**src/rtl/vlog_regfile_arb.sv**
```systemverilog
// vlog_regfile_arb: round-robin arbiter sequencing one read or write per grant into a shared register array
module vlog_regfile_arb #(
  parameter int NREQ = 4,
  parameter int AW = 5,
  parameter int DW = 8,
  parameter int DEPTH = 32,
  localparam int IW = $clog2(NREQ)
) (
  input  logic               clk,
  input  logic               rst,
  input  logic [NREQ-1:0]    req,
  input  logic [NREQ-1:0]    we,
  input  logic [NREQ*AW-1:0] addr,
  input  logic [NREQ*DW-1:0] wdata,
  output logic [NREQ-1:0]    gnt,
  output logic               rvalid,
  output logic [IW-1:0]      rid,
  output logic [DW-1:0]      rdata,
  output logic               busy
);
  typedef enum logic [1:0] {CLEAR, IDLE, ACCESS} state_t;
  state_t state_q;
  logic [DW-1:0] mem [DEPTH];
  logic [AW-1:0] cnt_q, addr_q;
  logic [IW-1:0] ptr_q, w_q, rid_q, win_d, idx_d;
  logic [DW-1:0] wdata_q, rdata_q;
  logic [NREQ-1:0] gnt_q;
  logic we_q, rvalid_q, busy_q, found_d;
  // descending scan so the requester closest to ptr is the last to overwrite win_d
  always_comb begin
    win_d = '0;
    idx_d = '0;
    found_d = 1'b0;
    for (int k = NREQ - 1; k >= 0; k--) begin
      idx_d = IW'((int'(ptr_q) + k) % NREQ);
      if (req[idx_d]) begin
        win_d = idx_d;
        found_d = 1'b1;
      end
    end
  end
  always_ff @(posedge clk) begin
    rvalid_q <= 1'b0;
    if (rst) begin
      state_q <= CLEAR;
      cnt_q <= '0;
      ptr_q <= '0;
      gnt_q <= '0;
      rid_q <= '0;
      rdata_q <= '0;
      busy_q <= 1'b1;
    end else begin
      case (state_q)
        CLEAR: begin
          mem[cnt_q] <= '0;
          cnt_q <= cnt_q + 1'b1;
          if (cnt_q == AW'(DEPTH - 1)) begin
            state_q <= IDLE;
            busy_q <= 1'b0;
          end
        end
        IDLE: if (found_d) begin
          w_q <= win_d;
          we_q <= we[win_d];
          addr_q <= addr[win_d*AW +: AW];
          wdata_q <= wdata[win_d*DW +: DW];
          gnt_q <= NREQ'(1) << win_d;
          busy_q <= 1'b1;
          state_q <= ACCESS;
        end
        default: begin
          gnt_q <= '0;
          if (we_q) mem[addr_q] <= wdata_q;
          else begin
            rdata_q <= mem[addr_q];
            rid_q <= w_q;
            rvalid_q <= 1'b1;
          end
          ptr_q <= (w_q == IW'(NREQ - 1)) ? '0 : w_q + 1'b1;
          busy_q <= 1'b0;
          state_q <= IDLE;
        end
      endcase
    end
  end
  assign gnt = gnt_q;
  assign rvalid = rvalid_q;
  assign rid = rid_q;
  assign rdata = rdata_q;
  assign busy = busy_q;
endmodule

```
**config.mk**
```make
export PLATFORM = sky130hd
export DESIGN_NAME = vlog_regfile_arb
export DESIGN_NICKNAME = d
export VERILOG_FILES = /design/src/rtl/vlog_regfile_arb.sv
export SDC_FILE = /design/constraint.sdc
export NUM_CORES = 1
export LEC_CHECK = 0
export CAP_MARGIN = 20
export CORE_ASPECT_RATIO = 1.2
export CORE_UTILIZATION = 40
export DETAILED_ROUTE_END_ITERATION = 10
export GPL_TIMING_DRIVEN = 0
export HOLD_SLACK_MARGIN = 0.06
export PLACE_DENSITY_LB_ADDON = 0.12
export RECOVER_POWER = 100
export SLEW_MARGIN = 20
export SYNTH_ARGS = -nofsm -noshare
export SYNTH_HDL_FRONTEND = slang
export SYNTH_SLANG_ARGS = --single-unit
```
**constraint.sdc**
```tcl
create_clock -name clk -period 2.6 [get_ports clk]
set_input_delay 0.39 -clock clk [delete_from_list [all_inputs] [get_ports clk]]
set_output_delay 0.39 -clock clk [all_outputs]
set_load 0.02 [all_outputs]
```
==> results of run 1 <==
[what timing repair did]
action,4_1_cts,5_1_grt
endpoints found under the setup margin,358,399
setup buffers,0,14
pin swaps,1,16
gates resized for setup,46,36
[flip-flops by register name, indices dropped and copies added (netlist names)]
| register | count |
|---|---|
| addr_q | 5 |
| rid | 2 |
| mem | 256 |
| we_q | 1 |
| state_q | 2 |
| ptr_q | 2 |
| gnt | 4 |
| busy | 1 |
| rvalid | 1 |
| cnt_q | 5 |
| wdata_q | 8 |
| w_q | 2 |
| rdata | 8 |
[cell usage after synthesis, drive strengths merged (5+ instances only)]
master	instances	area (µm²)
a22o	17	149
and2	10	62.6
inv	7	26.3
o221ai	7	61.3
o21ai	13	65.1
nor2	47	176
dfxtp	25	500
nand2	30	113
mux4	32	732
nor2b	5	31.3
buf	21	158
a21oi	22	110
mux2	16	180
mux2i	112	1120
a221oi	15	138
clkbuf	18	67.6
edfxtp	272	8170
[kinds of logic after synthesis]
group	count (synthesis)	synth area share
multiplexers	160	0.167
XOR/XNOR	3	0.00216
buffers and inverters	46	0.0206
flip-flops	297	0.712
AND/OR/NAND/NOR	113	0.0428
AO/OA/AOI/OAI	88	0.0528
adder cells (fa/ha/maj)	3	0.00308
[layer usage]
metal | part of all wire | GRT usage | vias up
met2 | 0.52 | 0.332 | 185
met3 | 0.040 | 0.0225 | 31
met1 | 0.42 | 0.228 | 3399
met4 | 0.020 | 0.0588 | 0
met5 | 0 | 0 | -
li1 | - | - | 3073
[worst reg2reg max path, stage by stage (launching register included)]
cell      delay [ns]
edfxtp_1        0.44
buf_6           0.19
buf_6           0.18
buf_6           0.18
buf_4           0.21
mux2i_1         0.28
nand2_2         0.37
nor2_4          0.41
[placed cells by master, fill, tap and decap left out, types with 8 or more instances in the layout]
cell and count:
mux4_2 29, mux2_2 16, and2_2 8, clkdlybuf4s50_1 60
a22o_1 17, edfxtp_1 272, dlygate4sd3_1 17, a21oi_1 22
clkbuf_16 31, clkbuf_1 29, dfxtp_1 25, mux2i_1 112
nor2_4 31, nand2_1 26, nor2_1 14, a221oi_1 14
buf_12 15
[worst paths after layout]
check / endpoint / slack [ns]
max: mem[10][6] / 0.02
min: rdata[6] / 0.48
max reg2reg: mem[10][6] / 0.02
min reg2reg: rdata[6] / 0.48
[area by class of cell]
| type | count | area share |
|---|---|---|
| tap | 390 | 0.0327 |
| timing repair buffer | 91 | 0.0704 |
| buffer | 39 | 0.0153 |
| multi-input combinational | 367 | 0.236 |
| clock buffer | 45 | 0.0568 |
| clock inverter | 10 | 0.00620 |
| inverter | 7 | 0.00176 |
| sequential | 297 | 0.581 |
[stage by stage]
step	setup TNS, ns	utilization	worst slack, ns	cell area [µm²]
after floorplan	0	-	0.404	12200
after global placement	-329.68	0.451	-0.897	13400
after detailed placement	-301.62	0.452	-0.797	13400
after CTS	-19.42	0.488	-0.254	14500
after global routing	-7.45	0.501	-0.0886	14900
final	0	0.501	0.0190	14900
[power breakdown]
| group | switching, W | total, W | internal [W] | leakage (nW) |
|---|---|---|---|---|
| Combinational | 0.000140 | 0.000290 | 0.000150 | 1.78 |
| Sequential | 0.0000115 | 0.00519 | 0.00518 | 2.31 |
| Clock | 0.00170 | 0.00413 | 0.00243 | 0.456 |
==> metrics.txt, run 1 <==
status=finished, final reports clean; I/O Buffers=77; Worst Path Buf+Inv=4; H-tree depth=1; total area of sequential cells=0.00867 mm²; crit-path max FO=10; fin nets=898; first-pass GRT wire length=42400 µm; area of the multi-input gates=0.00352 mm²; die area=0.0312 mm²; global-route usage over all layers=0.183; Crit-path slowest cell=edfxtp_1; post-synthesis cell area=0.0122 mm²; Reg2Reg Launch Point=addr_q[0]; DR pass1 iterations=5; RSZ-0062 raised after global routing=yes; pwr dens=644 mW/mm²; worst-margin pin slew=0.965 ns; total power draw=0.00961 W; slew margin rel.=0.357; Via density=5.37; Max Transition Viols Final=0; num rows=69; Warnings, synthesis=0; Syn Area/Cell=17.2 µm²; # placed instances=1177; Critical Path Stages=7; fill count=2473; Via Count=6688; unique cell type count in the Yosys netlist=51; largest net degree at the start of global routing=33; worst hold start=rdata[6]; Final Skew=0.0112 ns; TritonCTS Buffers=30; launch point of the worst path=addr_q[0]; final WL=27800 µm; P&R area growth vs syn=22.5%; Post-DP HPWL=18900 µm; sequential fraction of the synthesis area=0.712; Hold Path Class=reg -> reg; Startpoint Class=flip-flop; Leakage=4.55 nW; dominant synthesized flop cell=edfxtp_1; Wirelength per Cell=22.3 µm; CP dominant cell by count=buf_6; initial DRC count=377; hold path cells=2; Clock Latency Late Sink=0.55 ns; Fmax=0.387 GHz; Die W=161 µm; Worst Hold Slack=0.482 ns; Reg2Reg Depth=7; hold_buf cts=0; required time worst endpoint=2.81 ns; vias in the first global route=7086; Period minus WS final=2.58 ns; Final setup viols=0; antenna cell count=0; Clock Path Buffers=3; I/O Pins=78; Fin. Hold Viols=0; clock tree from TritonCTS=yes; Initial Util=0.409; # clock sinks=297; DRC Markers=0; Mapped Cells=710; maximum VDD drop=353 µV; Critical Path Max Stage Delay=0.44 ns; Root Buffer=clkbuf_16; Clock Pin Slew Worst Setup and Hold Paths=0.06 ns; placer congestion estimate=0.830; initial antenna violation count=0; delay-heaviest family, CP=simple AND/OR/NAND/NOR gates; crit end category=flip-flop; share of cells above drive strength 1=0.193; final cycle utilization of the critical path=0.993; register bit count reported by yosys=297; die height=193 µm; Syn Nets=775; Worst EP arrival=2.79 ns; Detail Route Antenna Nets=0; Post-synth EDFFs=272; Post-synth ARST share=0; critical path class=reg -> reg; grt ovf=0; Max Cap Viol=0; CP cell instances=buf_6, buf_6, buf_6, buf_4, mux2i_1, nand2_2, nor2_4; Finished Layout Cells=1246; core box area=0.0298 mm²
Power figures use the tool's default switching activity.
==> run 2, diff against run 1 <==
CTS_CLUSTER_SIZE = 8   (was not set)
==> run 2 against run 1 <==
  * Clock-buffer cell count grew 26
  * Maximum frequency grew 1.4%
  * Combinational power is essentially flat
  * Cell area grew 2.2%
  * Cell count grew 1.6%
  * Via count grew 1.5%
  * Critical path depth is the same
  * Die area is the same
==> metrics.txt, run 2 (synthesis gave the netlist of run 1 again) <==
status=finished, final reports clean; die area=0.0312 mm²; Die W=161 µm; core box area=0.0298 mm²; Final Util=0.512; I/O Buffers=77; Hold Path Class=reg -> reg; Placement Cell Area=0.0134 mm²; grt ovf=0; pwr dens=693 mW/mm²; DRC Markers=0; largest net degree at the start of global routing=33; Reg2Reg Launch Point=addr_q[0]; global-route usage over all layers=0.188; Via density=5.36; Period minus WS final=2.55 ns; Root Buffer=clkbuf_16; Critical Path Max Stage Delay=0.42 ns; Clock Path Buffers=3; Worst Hold Slack=0.485 ns; DR pass1 iterations=5; clock tree from TritonCTS=yes; Fin. Hold Viols=0; critical path class=reg -> reg; initial DRC count=296; Setup WS post-layout=0.0542 ns; clock power share=0.480; fin nets=914; P&R area growth vs syn=25.2%; Startpoint Class=flip-flop; final cycle utilization of the critical path=0.979; final WL=28300 µm; Clock Latency Late Sink=0.53 ns; fin area=0.0153 mm²; Max Cap Viol=0; Finished Layout Cells=1266; Int Pwr=0.00850 W; CP dominant cell by count=buf_6; RSZ-0062 raised after global routing=yes; # clock sinks=297; H-tree depth=2; share of cells above drive strength 1=0.203; TritonCTS Buffers=43; worst-margin pin slew=0.995 ns; vias in the first global route=7128; commonest non-fill, non-tap cells in the layout=edfxtp_1 (272), mux2i_1 (112), clkdlybuf4s50_1 (60), clkbuf_16 (45), clkbuf_1 (42); Combinational Power Share=0.028; pre-CTS WS=-0.797 ns; Clock Pin Slew Worst Setup and Hold Paths=0.05 ns; sequential power share=0.492; Post-DP HPWL=18900 µm; CP cell instances=buf_6, buf_6, buf_6, buf_4, mux2i_1, nand2_2, nor2_4; Final Skew=0.0174 ns; Crit-path slowest cell=edfxtp_1; Initial Util=0.409; Max Transition Viols Final=0; Wirelength per Cell=22.4 µm; first-pass GRT wire length=42900 µm; launch point of the worst path=addr_q[0]; sw power=0.00206 W; commonest non-fill, non-tap cell in the layout=edfxtp_1; # placed instances=1177; placer congestion estimate=0.830; Detail Route Antenna Nets=0; initial antenna violation count=0; I/O Pins=78; Fmax=0.393 GHz; Worst EP arrival=2.73 ns; Via Count=6786; Leakage=4.71 nW; most flop-heavy register=mem; num rows=69; Final setup viols=0; maximum VDD drop=394 µV; required time worst endpoint=2.78 ns; crit end category=flip-flop; die height=193 µm; slew margin rel.=0.336; worst hold start=gnt[2]; antenna cell count=0; max FFs per register=256; sw frac=0.195; crit-path max FO=10
-- run 2: cell count changes in the layout (fill, tap and decap cells not counted), sizes merged --
cell / delta
clkinv: -7
bufinv: -2
buf: +4
clkbuf: +25
-- run 2: final cells by class --
| cell class | count | area (µm²) |
|---|---|---|
| fill | 2449 | 14500 |
| sequential | 297 | 8670 |
| multi-input combinational | 367 | 3530 |
| clock buffer | 71 | 1220 |
| timing repair buffer | 94 | 1090 |
| tap | 390 | 488 |
| buffer | 39 | 229 |
| inverter | 7 | 26.3 |
| clock inverter | 1 | 8.76 |
-- run 2: worst paths after layout --
| kind | end | slack [ns] | cells past startpoint |
|---|---|---|---|
| worst max-delay path | mem[24][5] | 0.05 | 7 |
| worst min-delay path | gnt[2] | 0.49 | 2 |
| worst max register to register | mem[24][5] | 0.05 | 7 |
| worst min register to register | gnt[2] | 0.49 | 2 |
-- run 2: power by group through the flow --
stage               logic [W]  clock network, W  registers [W]
finish               0.000291           0.00508        0.00520
global route         0.000314           0.00536        0.00520
CTS                  0.000271           0.00516        0.00520
detailed placement   0.000260                 0        0.00529
global placement     0.000252                 0        0.00529
floorplan            0.000125                 0        0.00529
-- run 2: per-layer routing --
layer  GRT usage  vias to the layer above  part of all wire
met1       0.231                     3431              0.41
met5           0                        -                 0
met2       0.328                      196              0.51
li1            -                     3100                 -
met3      0.0325                       59             0.046
met4      0.0787                        0             0.036
-- run 2: critical path: cells and delay by family, from the launching register on --
family	cells	cell delay, ns
buffers and inverters	4	0.74
flip-flops	1	0.42
multiplexers	1	0.25
AND/OR/NAND/NOR	2	0.78
-- run 2: timing repair --
action,CTS,global route
resized for setup,42,41
pin swaps,0,18
setup buffers,0,17
hold buffers,0,0
endpoints found under the setup margin,358,371
-- run 2: through the flow --
| stage | total power (W) | setup TNS, ns |
|---|---|---|
| floorplan | 0.00541 | 0 |
| global placement | 0.00554 | -329.68 |
| detailed placement | 0.00555 | -301.62 |
| CTS | 0.0106 | -33.01 |
| global route | 0.0109 | -2.92 |
| finish | 0.0106 | 0 |
